File: src/rtl/nes_pkg.sv
// nes_pkg: shared definitions for the NES controller poll scheduler.
//   - state_t          : poll sequencer state encoding
//   - BTN_*            : bit index of each button in the 8-bit button words
//   - DEFAULT_TICK_DIV : default prescaler divide value (tick every N+1 clocks)
//   - NUM_BUTTONS, PULSE_REPEATS : frame geometry of one pad read
package nes_pkg;

  typedef enum logic [2:0] {
    ST_IDLE,
    ST_LATCH_HI,
    ST_LATCH_LO,
    ST_PULSE_HI,
    ST_PULSE_LO,
    ST_DONE
  } state_t;

  localparam int unsigned BTN_A      = 0;
  localparam int unsigned BTN_B      = 1;
  localparam int unsigned BTN_SELECT = 2;
  localparam int unsigned BTN_START  = 3;
  localparam int unsigned BTN_UP     = 4;
  localparam int unsigned BTN_DOWN   = 5;
  localparam int unsigned BTN_LEFT   = 6;
  localparam int unsigned BTN_RIGHT  = 7;

  localparam int unsigned NUM_BUTTONS      = 8;
  // Bit 0 comes out during LATCH_LO; the remaining bits need one pulse each.
  localparam int unsigned PULSE_REPEATS    = NUM_BUTTONS - 1;
  localparam int unsigned DEFAULT_TICK_DIV = 162;

endpackage

File: src/rtl/nes_tick_gen.sv
// nes_tick_gen: prescaler producing the timing tick for the poll sequencer.
//   clk     : system clock
//   rst_n   : asynchronous active-low reset
//   restart : force the count back to 0 (phase-aligns ticks to a poll start)
//   enable  : advance the count; while low the count holds and no tick fires
//   tick    : one-cycle strobe on the last cycle of every TICK_DIV+1 cycle window
module nes_tick_gen
  import nes_pkg::*;
#(
  parameter int unsigned TICK_DIV = DEFAULT_TICK_DIV
) (
  input  logic clk,
  input  logic rst_n,
  input  logic restart,
  input  logic enable,
  output logic tick
);

  localparam int unsigned CW = (TICK_DIV > 0) ? $clog2(TICK_DIV + 1) : 1;
  localparam logic [CW-1:0] LAST = CW'(TICK_DIV);

  logic [CW-1:0] cnt;

  always_ff @(posedge clk or negedge rst_n) begin
    if (!rst_n) begin
      cnt <= '0;
    end else if (restart) begin
      cnt <= '0;
    end else if (enable) begin
      cnt <= (cnt == LAST) ? '0 : cnt + 1'b1;
    end
  end

  // Derived straight from the count register, so the strobe is glitch-free
  // and lines up with the last cycle of each tick window.
  assign tick = enable && !restart && (cnt == LAST);

endmodule

File: src/rtl/nes_poll_scheduler.sv
// nes_poll_scheduler: reads two NES pads over a shared LATCH/PULSE bus, either
// periodically (ENABLE) or on demand (POLL_REQ), and publishes held and newly
// pressed button state.
//   CLOCK, RESET_N     : clock, asynchronous active-low reset
//   ENABLE             : run the periodic poll timer
//   POLL_REQ           : single-cycle on-demand poll request
//   DATA1, DATA2       : serial pad data, active low, asynchronous
//   LATCH, PULSE       : shared pad latch / shift-clock lines
//   BUSY               : poll in progress (first LATCH_HI cycle through DONE)
//   BUTTONS1/2         : held button state, 1 = pressed (bit 0 = A .. 7 = Right)
//   PRESSED1/2         : buttons that went from released to pressed in last poll
//   VALID              : one-cycle strobe when BUTTONS/PRESSED update
module nes_poll_scheduler
  import nes_pkg::*;
#(
  parameter int unsigned TICK_DIV    = DEFAULT_TICK_DIV,
  parameter int unsigned POLL_PERIOD = 833333
) (
  input  logic       CLOCK,
  input  logic       RESET_N,
  input  logic       ENABLE,
  input  logic       POLL_REQ,
  input  logic       DATA1,
  input  logic       DATA2,
  output logic       LATCH,
  output logic       PULSE,
  output logic       BUSY,
  output logic [7:0] BUTTONS1,
  output logic [7:0] BUTTONS2,
  output logic [7:0] PRESSED1,
  output logic [7:0] PRESSED2,
  output logic       VALID
);

  localparam int unsigned PW = (POLL_PERIOD > 1) ? $clog2(POLL_PERIOD) : 1;
  localparam logic [PW-1:0] P_LAST     = PW'(POLL_PERIOD - 1);
  localparam logic [2:0]    LAST_PULSE = 3'(PULSE_REPEATS - 1);

  state_t        state;
  logic [1:0]    data_meta;
  logic [1:0]    data_sync;
  logic [1:0]    pad_bits;
  logic [PW-1:0] period_cnt;
  logic          expiry;
  logic          pending;
  logic          start;
  logic          tick;
  logic          tick_run;
  logic          latch_half;
  logic [2:0]    bit_cnt;
  logic [7:0]    sr1;
  logic [7:0]    sr2;
  logic [7:0]    next1;
  logic [7:0]    next2;

  // Two-flop synchronizer; idle level of the pad lines is high (released).
  always_ff @(posedge CLOCK or negedge RESET_N) begin
    if (!RESET_N) begin
      data_meta <= '1;
      data_sync <= '1;
    end else begin
      data_meta <= {DATA2, DATA1};
      data_sync <= data_meta;
    end
  end

  assign pad_bits = ~data_sync;

  // Free-running period timer, held cleared while ENABLE is low.
  always_ff @(posedge CLOCK or negedge RESET_N) begin
    if (!RESET_N) begin
      period_cnt <= '0;
    end else if (!ENABLE || expiry) begin
      period_cnt <= '0;
    end else begin
      period_cnt <= period_cnt + 1'b1;
    end
  end

  assign expiry = ENABLE && (period_cnt == P_LAST);
  assign start  = (state == ST_IDLE) && (POLL_REQ || pending);

  assign tick_run = (state != ST_IDLE) && (state != ST_DONE);

  nes_tick_gen #(
    .TICK_DIV (TICK_DIV)
  ) u_tick_gen (
    .clk     (CLOCK),
    .rst_n   (RESET_N),
    .restart (start),
    .enable  (tick_run),
    .tick    (tick)
  );

  // Bits are shifted in from the top, so after eight captures bit 0 holds A.
  // next1/next2 include the bit captured on the current tick, which lets the
  // final capture and the DONE-time publish happen on the same edge.
  assign next1 = {pad_bits[0], sr1[7:1]};
  assign next2 = {pad_bits[1], sr2[7:1]};

  always_ff @(posedge CLOCK or negedge RESET_N) begin
    if (!RESET_N) begin
      state      <= ST_IDLE;
      pending    <= 1'b0;
      latch_half <= 1'b0;
      bit_cnt    <= '0;
      sr1        <= '0;
      sr2        <= '0;
      LATCH      <= 1'b0;
      PULSE      <= 1'b0;
      BUSY       <= 1'b0;
      VALID      <= 1'b0;
      BUTTONS1   <= '0;
      BUTTONS2   <= '0;
      PRESSED1   <= '0;
      PRESSED2   <= '0;
    end else begin
      VALID <= 1'b0;

      // One-deep request flag: any number of triggers collapse into one poll,
      // and a trigger coinciding with a poll start is absorbed by that poll.
      if (start) begin
        pending <= 1'b0;
      end else if (POLL_REQ || expiry) begin
        pending <= 1'b1;
      end

      // Outputs are assigned on the edge that enters each state so that the
      // registered LATCH/PULSE/VALID/BUTTONS values coincide with that state.
      unique case (state)
        ST_IDLE: begin
          if (start) begin
            state      <= ST_LATCH_HI;
            LATCH      <= 1'b1;
            PULSE      <= 1'b0;
            BUSY       <= 1'b1;
            latch_half <= 1'b0;
            bit_cnt    <= '0;
          end
        end

        ST_LATCH_HI: begin
          if (tick) begin
            if (latch_half) begin
              state <= ST_LATCH_LO;
              LATCH <= 1'b0;
            end else begin
              latch_half <= 1'b1;
            end
          end
        end

        ST_LATCH_LO: begin
          if (tick) begin
            sr1   <= next1;
            sr2   <= next2;
            state <= ST_PULSE_HI;
            PULSE <= 1'b1;
          end
        end

        ST_PULSE_HI: begin
          if (tick) begin
            state <= ST_PULSE_LO;
            PULSE <= 1'b0;
          end
        end

        ST_PULSE_LO: begin
          if (tick) begin
            sr1 <= next1;
            sr2 <= next2;
            if (bit_cnt == LAST_PULSE) begin
              state    <= ST_DONE;
              VALID    <= 1'b1;
              BUTTONS1 <= next1;
              BUTTONS2 <= next2;
              PRESSED1 <= next1 & ~BUTTONS1;
              PRESSED2 <= next2 & ~BUTTONS2;
            end else begin
              bit_cnt <= bit_cnt + 1'b1;
              state   <= ST_PULSE_HI;
              PULSE   <= 1'b1;
            end
          end
        end

        ST_DONE: begin
          state <= ST_IDLE;
          BUSY  <= 1'b0;
        end

        default: begin
          state <= ST_IDLE;
          LATCH <= 1'b0;
          PULSE <= 1'b0;
          BUSY  <= 1'b0;
        end
      endcase
    end
  end

endmodule

File: config.mk
export PLATFORM = sky130hd
export DESIGN_NAME = nes_poll_scheduler
export DESIGN_NICKNAME = d
export VERILOG_FILES = /design/src/rtl/nes_pkg.sv /design/src/rtl/nes_tick_gen.sv /design/src/rtl/nes_poll_scheduler.sv
export SDC_FILE = /design/constraint.sdc
export NUM_CORES = 1
export LEC_CHECK = 0
export ABC_AREA = 0
export CAP_MARGIN = 20
export CORE_MARGIN = 2
export CORE_UTILIZATION = 41
export DETAILED_ROUTE_END_ITERATION = 12
export PLACE_DENSITY_LB_ADDON = 0.15
export SLEW_MARGIN = 20
export SYNTH_ARGS = -nofsm -noshare
export SYNTH_HDL_FRONTEND = slang
export SYNTH_HIERARCHICAL = 1
export SYNTH_SLANG_ARGS = --single-unit
File: constraint.sdc
create_clock -name CLOCK -period 2.4 [get_ports CLOCK]
set_clock_uncertainty 0.05 [all_clocks]
set_input_delay 0.48 -clock CLOCK [delete_from_list [all_inputs] [get_ports CLOCK]]
set_output_delay 0.48 -clock CLOCK [all_outputs]
set_load 0.03 [all_outputs]
==> results of run 1 <==
critical path, stage by stage, from the launching register on:
cell	delay (ns)
dfrtp_2	0.45
or3_2	0.49
nor3_2	0.22
and4bb_2	0.31
nand3_4	0.14
clkbuf_16	0.21
buf_4	0.15
o31ai_1	0.19
placed cells by master (no fill, tap or decap), types with 2 or more instances in the layout:
cell type	n
nand4_4	2
inv_1	15
ha_1	7
clkdlybuf4s50_1	39
nand4_1	4
o21ai_0	34
xor2_1	3
buf_4	25
nand3_2	2
buf_12	3
nor3_1	5
nor2_1	26
inv_6	3
inv_8	2
nand2_1	38
nor4_1	6
xnor2_1	14
or3_1	4
clkbuf_8	9
nor2b_1	4
dfstp_2	4
or4_4	2
and2_1	2
or3_2	2
a21oi_1	9
o31ai_1	3
clkbuf_16	2
a31oi_1	2
nand3_1	18
a21oi_2	2
clkinv_4	2
dfrtp_1	85
nor4b_1	2
mux2_2	26
nand2b_1	16
registers in the layout, indices dropped and copies added, names as in the netlist, 7 cells and up:
register / flops
BUTTONS1: 8
BUTTONS2: 8
PRESSED1: 8
PRESSED2: 8
period_cnt: 20
sr1: 7
sr2: 7
u_tick_gen/cnt: 8
final cells by class:
cell class	instances	area (sq um)	share of cell area
clock inverters	7	66.3	0.0129
repair buffers	70	701	0.137
clock buffers	9	124	0.0241
multi-input cells	260	1760	0.342
inverters	16	60.1	0.0117
well taps	133	166	0.0324
flip-flops and latches	90	2260	0.440
layer usage:
layer  vias up  GRT usage
li1       1466          -
met3         8     0.0414
met2        63      0.231
met1      1426      0.215
met4         0     0.0550
met5         -          0
final timing paths:
path	from	end	slack, ns	cells after the start
min in group CLOCK	data_meta[1]$_DFF_PN1_	data_sync[1]$_DFF_PN1_	0.31	0
max reg2reg	u_tick_gen/cnt[6]$_DFFE_PN0P_	PRESSED1[7]$_DFFE_PN0P_	0.1	7
max in group asynchronous	RESET_N	data_meta[1]$_DFF_PN1_	1.59	2
min reg2reg	data_meta[1]$_DFF_PN1_	data_sync[1]$_DFF_PN1_	0.31	0
max	u_tick_gen/cnt[6]$_DFFE_PN0P_	PRESSED1[7]$_DFFE_PN0P_	0.1	7
min	RESET_N	LATCH$_DFFE_PN0P_	0.04	1
where the power goes:
group	leakage [nW]	internal, mW	switching [mW]	total, mW
Combinational	0.937	0.162	0.213	0.375
Clock	0.0986	0.406	0.602	1.01
Sequential	1.21	1.59	0.0731	1.66
Total	2.25	2.16	0.887	3.04
stage by stage:
stage	hold slack (ns)	instances
after floorplan	0.134	379
after global placement	0.298	566
after detailed placement	0.299	566
after CTS	0.0440	582
after global routing	0.0718	585
final	0.0434	585
cell families (layout without fill, tap and decap cells):
group	after synthesis	in the layout	synth area share
simple gates	145	145	0.195
flops	90	90	0.551
compound gates	64	64	0.0941
buf+inv	29	102	0.0281
mux	27	27	0.0740
xor+xnor	17	17	0.0364
fa+ha+maj	7	7	0.0214
what timing repair did:
action	CTS	global route
hold buffers	0	0
gates resized for setup	0	7
setup endpoints to repair	0	32
buffers inserted	0	1
==> reports/metrics.csv, run 1 <==
metric,value,unit
status,completed,
initial_utilization,0.421,
grt_pass1_wl,13.5,mm
critPathCaptureType,register,
routabilityCongestion,0.795,
overflow,0,
cts_buffers,9,
yosysWarningCount,6,
dieArea,10800,sq um
diodes,0,
wl_met1,3.92,mm
dpl-instance-area,4860,sq um
yosysUniqueCellTypes,51,
drv_slew,0,
dr.pass1.iters,4,
pin_count,42,
antenna_found_initial,0,
via_per_inst,5.06,
p_leak,2.25,nW
synth_edf_count,0,
syn_inst,379,
holdCritPathClass,input port to async pin,
hold_viol,0,
cts_tree,built,
grt_max_degree,40,
criticalPathCategory,register to register,
root_buffer,clkbuf_8,
synth_top_cell_by_area,dfrtp_1,
synth_most_common_cell,dfrtp_1,
finalCritPeriodShare,0.960,
syn_area_per_cell,10.8,sq um
drt-total-wl,8.04,mm
synth_seq_cells,90,
insertion_delay,0.36,ns
synth_ff_type,dfrtp_1,
syn-num-nets,392,
dr_wl_met2,3.66,mm
io_buffers,41,
power_density,593,nW/um^2
critPathArrivalTime,2.53,ns
synthTopCellsByArea,"dfrtp_1 (53%), mux2_2 (7.2%), o21ai_0 (4.2%)",
clk_transition_reported_paths,0.11,ns
die_y,104,um
crit_required,2.63,ns
worst_slew_pin_slew,0.543,ns
stdcell_area,5130,sq um
maxCapViolCount,0,
max_freq,0.434,GHz
fin_setup_tns,0,ns
drc,0,
met3_length,380,um
rsz0062_at_grt,false,
fillCellCount,909,
h-tree-depth,3,
ant_nets,0,
cts.sinks,90,
grt_usage,0.154,
final-setup-viol-count,0,
dr.max_layer_used,met4,
syn2layout_area_growth,25.3,%
vias,2963,
drtIter0Drc,99,
drive_gt1_frac,0.215,
wl_per_cell,13.7,um
async_reset_ff_frac,1.00,
rows,36,
relSlewSlack,0.638,
yosys-top-cells-count,"dfrtp_1 (86), nand2_1 (38), o21ai_0 (34), nor2_1 (27), mux2_2 (26)",
yosysSeqAreaShare,0.551,
clk_path_buf_depth,2,
grt_pass1_vias,2792,
finalCriticalPeriod,2.30,ns
crit_path_start_kind,register,
core_area,9730,sq um
syn-cell-area,4090,sq um
fin_nets,460,
fin_util,0.527,
fin_ws,0.0965,ns
dp_slack,-0.351,ns
die_w,104,um
ir_drop,0.261,mV
totalPowerFinal,3.04,mW
yosysTopAreaCellShare,0.526,
critPathMaxFanout,13,
dpl.hpwl,5.39,mm
Power figures use the tool's default switching activity.
==> run 2, diff against run 1 <==
GPL_TIMING_DRIVEN = 0   (was unset)
==> reports/metrics.csv, run 2 (synthesis gave the netlist of run 1 again) <==
metric,value,unit,change
ir_drop,0.267,mV,was 0.261 mV
totalPowerFinal,3.06,mW,was 3.04 mW
dr.max_layer_used,met4,,unchanged
syn2layout_area_growth,27.8,%,was 25.3%
wl_met1,4.06,mm,was 3.92 mm
multi_input_area,1800,sq um,was 1760 sq um
max_freq,0.428,GHz,was 0.434 GHz
io_buffers,41,,unchanged
register_area,2260,sq um,unchanged
fillCellCount,893,,was 909
h-tree-depth,3,,unchanged
met3_length,329,um,was 380 um
cts.sinks,90,,unchanged
insertion_delay,0.35,ns,was 0.36 ns
critPathMaxFanout,5,,was 13
mostFrequentLayoutCells,"dfrtp_1 (85), clkdlybuf4s50_1 (39), nand2_1 (37)",,"was dfrtp_1 (85), clkdlybuf4s50_1 (39), nand2_1 (38)"
ant_nets,0,,unchanged
core_area,9730,sq um,unchanged
clk_path_buf_depth,2,,unchanged
hold_viol,0,,unchanged
via_per_inst,5.16,,was 5.06
critPathArrivalTime,2.52,ns,was 2.53 ns
drt-total-wl,8.36,mm,was 8.04 mm
initial_utilization,0.421,,unchanged
finalCriticalPeriod,2.34,ns,was 2.30 ns
dpl.hpwl,5.51,mm,was 5.39 mm
final_common_cell,dfrtp_1,,unchanged
dpl-instance-area,4730,sq um,was 4860 sq um
die_w,104,um,unchanged
relSlewSlack,0.620,,was 0.638
vias,3047,,was 2963
root_buffer,clkbuf_8,,unchanged
dr_wl_met2,3.86,mm,was 3.66 mm
drc,0,,unchanged
worst_slew_pin_slew,0.570,ns,was 0.543 ns
crit_required,2.58,ns,was 2.63 ns
pin_count,42,,unchanged
rows,36,,unchanged
routabilityCongestion,0.838,,was 0.795
drive_gt1_frac,0.218,,was 0.215
dr.pass1.iters,4,,unchanged
worstPathBufferInverterCount,3,,was 2
cpPeakStageDelay,0.50,ns,was 0.49 ns
power_density,586,nW/um^2,was 593 nW/um^2
fin_nets,466,,was 460
overflow,0,,unchanged
die_y,104,um,unchanged
largest_register_ffs,20,,unchanged
final-setup-viol-count,0,,unchanged
criticalPathCategory,register to register,,unchanged
drv_slew,0,,unchanged
clk_transition_reported_paths,0.09,ns,was 0.11 ns
cp_slowest_cell,or4_4,,was or3_2
grt_pass1_vias,2864,,was 2792
holdCritPathClass,register to register,,was input port to async pin
crit_path_start_kind,register,,unchanged
finalCritPeriodShare,0.974,,was 0.960
wl_per_cell,14.1,um,was 13.7 um
dp_slack,-0.850,ns,was -0.351 ns
antenna_found_initial,0,,unchanged
timing.hold.ws,0.311,ns,was 0.0434 ns
status,completed,,unchanged
p_leak,2.28,nW,was 2.25 nW
drtIter0Drc,101,,was 99
critPathCaptureType,register,,unchanged
rsz0062_at_grt,false,,unchanged
dieArea,10800,sq um,unchanged
fin_ws,0.0619,ns,was 0.0965 ns
cts_buffers,9,,unchanged
stdcell_area,5230,sq um,was 5130 sq um
grt_pass1_wl,14.0,mm,was 13.5 mm
crit_path_cell_trace,"buf_6, or4_4, inv_4, nand2b_4, nor3_2, and4bb_2, nand3_4, buf_6, mux2_2",,"was or3_2, nor3_2, and4bb_2, nand3_4, clkbuf_16, buf_4, o31ai_1"
path_common_cell,buf_6,,
grt_max_degree,73,,was 40
crit_family,simple AND/OR/NAND/NOR gates,,unchanged
cts_tree,built,,unchanged
maxCapViolCount,0,,unchanged
grt_usage,0.159,,was 0.154
max_flop_register,period_cnt,,unchanged
diodes,0,,unchanged
## run 2: routing by layer
| layer | GRT usage | up-vias |
|---|---|---|
| li1 | - | 1475 |
| met1 | 0.222 | 1508 |
| met2 | 0.244 | 54 |
| met3 | 0.0320 | 10 |
| met4 | 0.0608 | 0 |
| met5 | 0 | - |
## run 2: where the power goes
group	switching (mW)	internal, mW	leakage, nW	total, mW
clock	0.534	0.512	0.103	1.05
sequential	0.106	1.59	1.21	1.69
combinational	0.180	0.144	0.966	0.325
## run 2: timing repair
| item | CTS | global route |
|---|---|---|
| endpoints found under the hold margin | 18 | 0 |
| cloned | 2 | 0 |
| hold buffers | 1 | 0 |
| setup buffers | 7 | 12 |
| gates resized for setup | 24 | 18 |
| endpoints found under the setup margin | 53 | 44 |
| pin swaps | 3 | 5 |
## run 2: metrics by stage
step / cells / TNS, ns / utilization
floorplan: 379 / 0 / -
global placement: 553 / -272.92 / 0.483
detailed placement: 554 / -40.09 / 0.486
CTS: 579 / -0.00660 / 0.524
global route: 591 / 0 / 0.538
finish: 591 / 0 / 0.538
## run 2: final cells by class
cell class | instances | share of cell area
tap | 133 | 0.0318
buffer | 12 | 0.0213
multi-input combinational | 260 | 0.344
inverter | 16 | 0.0120
clock inverter | 6 | 0.0124
timing repair buffer | 64 | 0.120
clock buffer | 10 | 0.0263
sequential | 90 | 0.432
## run 2: worst reg2reg max path: cells and delay by family (launching register included)
kind / cells / cell delay [ns]
muxes: 1 / 0.32
buffers and inverters: 3 / 0.35
DFF: 1 / 0.41
and+or+nand+nor: 5 / 1.09
## run 2: final timing paths
kind                                         from                            end  slack [ns]  cells after the start
max in group asynchronous                 RESET_N         data_meta[0]$_DFF_PN1_        1.17                      3
min                        data_meta[1]$_DFF_PN1_         data_sync[1]$_DFF_PN1_        0.31                      0
max reg2reg                  state[0]$_DFFE_PN0P_        BUTTONS2[0]$_DFFE_PN0P_        0.06                      9
max                          state[0]$_DFFE_PN0P_        BUTTONS2[0]$_DFFE_PN0P_        0.06                      9
min in group asynchronous                 RESET_N  u_tick_gen/cnt[7]$_DFFE_PN0P_        0.49                      2
min reg2reg                data_meta[1]$_DFF_PN1_         data_sync[1]$_DFF_PN1_        0.31                      0
==> run 3, diff against run 2 <==
ABC_AREA = 1   (was 0)
clock period = 2.15 ns   (was 2.4 ns; I/O delays follow)
==> reports/metrics.csv, run 3 <==
metric,value,unit,change
status,completed,,unchanged
vias,3411,,was 3047
finalCriticalPeriod,2.03,ns,was 2.34 ns
wl_per_cell,12.3,um,was 14.1 um
synthMuxAreaShare,0,,was 0.0740
grt_max_degree,50,,was 73
cts_tree,built,,unchanged
synth_top_cell_by_area,dfrtp_1,,unchanged
max_freq,0.493,GHz,was 0.428 GHz
syn-num-nets,516,,was 392
ir_drop,0.431,mV,was 0.267 mV
async_reset_ff_frac,1.00,,unchanged
yosysSeqAreaShare,0.538,,was 0.551
max_flop_register,period_cnt,,unchanged
ant_nets,0,,unchanged
synthAdderAreaFrac,0.0209,,was 0.0214
dp_cells,678,,was 554
critPathCaptureType,register,,unchanged
overflow,0,,unchanged
finalNonFillerCells,711,,was 591
maxCapViolCount,0,,unchanged
largest_register_ffs,20,,unchanged
yosysTopAreaCellShare,0.513,,was 0.526
rows,36,,unchanged
yosysUniqueCellTypes,26,,was 51
final_common_cell,nand2_1,,was dfrtp_1
criticalPathCategory,register to register,,unchanged
fillCellCount,920,,was 893
power_density,879,nW/um^2,was 586 nW/um^2
grt_pass1_vias,3236,,was 2864
totalPowerFinal,4.62,mW,was 3.06 mW
cts_buffers,9,,unchanged
finalCritPeriodShare,0.943,,was 0.974
critPathArrivalTime,2.28,ns,was 2.52 ns
clk_path_buf_depth,2,,unchanged
drt-total-wl,8.72,mm,was 8.36 mm
h-tree-depth,3,,unchanged
holdCritPathClass,register to register,,unchanged
drive_gt1_frac,0.135,,was 0.218
routabilityCongestion,0.869,,was 0.838
dr.pass1.iters,4,,unchanged
synth_edf_count,0,,unchanged
antenna_found_initial,0,,unchanged
clk_transition_reported_paths,0.10,ns,was 0.09 ns
crit_path_start_kind,register,,unchanged
yosysWarningCount,6,,unchanged
via_per_inst,4.80,,was 5.16
synth-xor-area-share,0.0313,,was 0.0364
drtIter0Drc,133,,was 101
synth_top_family_by_area,simple AND/OR/NAND/NOR gates,,unchanged
syn_area_per_cell,8.34,sq um,was 10.8 sq um
final-setup-viol-count,0,,unchanged
drc,0,,unchanged
root_buffer,clkbuf_8,,unchanged
synthTopCellsByArea,"dfrtp_1 (51%), nand2_1 (12%), o21ai_0 (7.0%)",,"was dfrtp_1 (53%), mux2_2 (7.2%), o21ai_0 (4.2%)"
synth_ff_type,dfrtp_1,,unchanged
synth_compound_area_frac,0.0945,,was 0.0941
grt_pass1_wl,15.3,mm,was 14.0 mm
pin_count,42,,unchanged
synth_seq_cells,90,,unchanged
relSlewSlack,0.690,,was 0.620
crit_required,2.40,ns,was 2.58 ns
critPathMaxFanout,5,,unchanged
worst_slew_pin_slew,0.466,ns,was 0.570 ns
insertion_delay,0.36,ns,was 0.35 ns
hold_viol,0,,unchanged
grt_usage,0.170,,was 0.159
io_buffers,41,,unchanged
drv_slew,0,,unchanged
rsz0062_at_grt,false,,unchanged
syn-cell-area,4200,sq um,was 4090 sq um
die_w,105,um,was 104 um
dpl.hpwl,6.07,mm,was 5.51 mm
synth_most_common_cell,nand2_1,,was dfrtp_1
initial_utilization,0.425,,was 0.421
dieArea,11100,sq um,was 10800 sq um
p_leak,2.61,nW,was 2.28 nW
synth-simple-area-share,0.253,,was 0.195
core_area,9860,sq um,was 9730 sq um
syn_inst,503,,was 379
die_y,105,um,was 104 um
yosys-top-cells-count,"nand2_1 (131), dfrtp_1 (86), nor2_1 (65), o21ai_0 (59), inv_1 (49)",,"was dfrtp_1 (86), nand2_1 (38), o21ai_0 (34), nor2_1 (27), mux2_2 (26)"
syn2layout_area_growth,25.2,%,was 27.8%
diodes,0,,unchanged
fin_nets,586,,was 466
mostFrequentLayoutCells,"nand2_1 (130), dfrtp_1 (83), nor2_1 (62)",,"was dfrtp_1 (85), clkdlybuf4s50_1 (39), nand2_1 (37)"
cts.sinks,90,,unchanged
[run 3: changes by cell type after synthesis, sizes merged, moves of 4 or more]
cell    before  now
o31ai        4    0
nor2b        4    0
nand2b      17    0
nor4         6    0
nand3       21   26
o21ai       34   68
or3          6    0
nand2       38  143
inv         16   53
xnor2       14    3
mux2        26    0
xor2         3   12
nor2        27   68
[run 3: what timing repair did]
item,4_1_cts,5_1_grt
pin swaps,4,9
setup endpoints to repair,56,53
gates resized for setup,13,14
cloned,0,1
hold buffers,1,0
endpoints found under the hold margin,41,0
setup buffers,5,10
[run 3: metal layers]
metal  share of wire  wire, um  up-vias  global-route usage
met4          0.0095        83        0              0.0438
met2            0.47      4070       70               0.270
met1            0.49      4250     1586               0.238
met5               0         0        -                   0
li1                -         -     1746                   -
met3           0.036       314        9              0.0356
[run 3: stage by stage]
stage / util / setup TNS [ns] / hold WS [ns] / instance area (sq um) / worst slack (ns)
2_1_floorplan: - / 0 / 0.0844 / 4200 / 0.0219
5_1_grt: 0.532 / 0 / 0.320 / 5250 / 0.00431
3_3_place_gp: 0.484 / -260.41 / 0.299 / 4780 / -3.10
6_report: 0.532 / 0 / 0.311 / 5250 / 0.123
3_5_place_dp: 0.487 / -17.53 / 0.299 / 4810 / -0.533
4_1_cts: 0.519 / 0 / 0.314 / 5120 / 0.0189
[run 3: where the power goes]
part | total, mW | internal, mW | switching, mW
combinational | 1.37 | 0.558 | 0.813
clock | 1.33 | 0.676 | 0.656
sequential | 1.91 | 1.81 | 0.0991
total | 4.62 | 3.05 | 1.57
[run 3: worst paths after layout]
path | from | endpoint | slack, ns | cells after the start
max | state[0]$_DFFE_PN0P_ | state[1]$_DFFE_PN0P_ | 0.12 | 16
min | data_meta[0]$_DFF_PN1_ | data_sync[0]$_DFF_PN1_ | 0.31 | 0
max reg2reg | state[0]$_DFFE_PN0P_ | state[1]$_DFFE_PN0P_ | 0.12 | 16
min reg2reg | data_meta[0]$_DFF_PN1_ | data_sync[0]$_DFF_PN1_ | 0.31 | 0
max in group asynchronous | RESET_N | data_meta[0]$_DFF_PN1_ | 0.93 | 3
min in group asynchronous | RESET_N | bit_cnt[1]$_DFFE_PN0P_ | 0.49 | 2
[run 3: final cells by class]
cell class              instances  area [sq um]  area share
multi-input cells             349          1720       0.328
flip-flops and latches         90          2260       0.431
well taps                     133           166      0.0317
repair buffers                 59           591       0.112
inverters                      53           204      0.0388
clock inverters                 7           105      0.0200
clock buffers                   9           124      0.0236
plain buffers                  11          76.3      0.0145
[run 3: cells by family after synthesis]
group,count (synthesis)
DFF,90
buffers and inverters,64
adders and majority gates,7
and+or+nand+nor,248
AOI/OAI and AO/OA,79
xor gates and xnor gates,15
[run 3: worst max-delay path, stage by stage (launching register included)]
cell and delay [ns]:
dfrtp_2 0.44, inv_4 0.09, nand2_4 0.06, nor2_4 0.18
inv_4 0.06, nor2_4 0.12, inv_1 0.06, nand2_2 0.09
nor3_4 0.05, inv_2 0.09, buf_8 0.13, nand4_1 0.14
buf_4 0.18, buf_4 0.12, nand2_1 0.04, inv_1 0.03
nand2_1 0.05
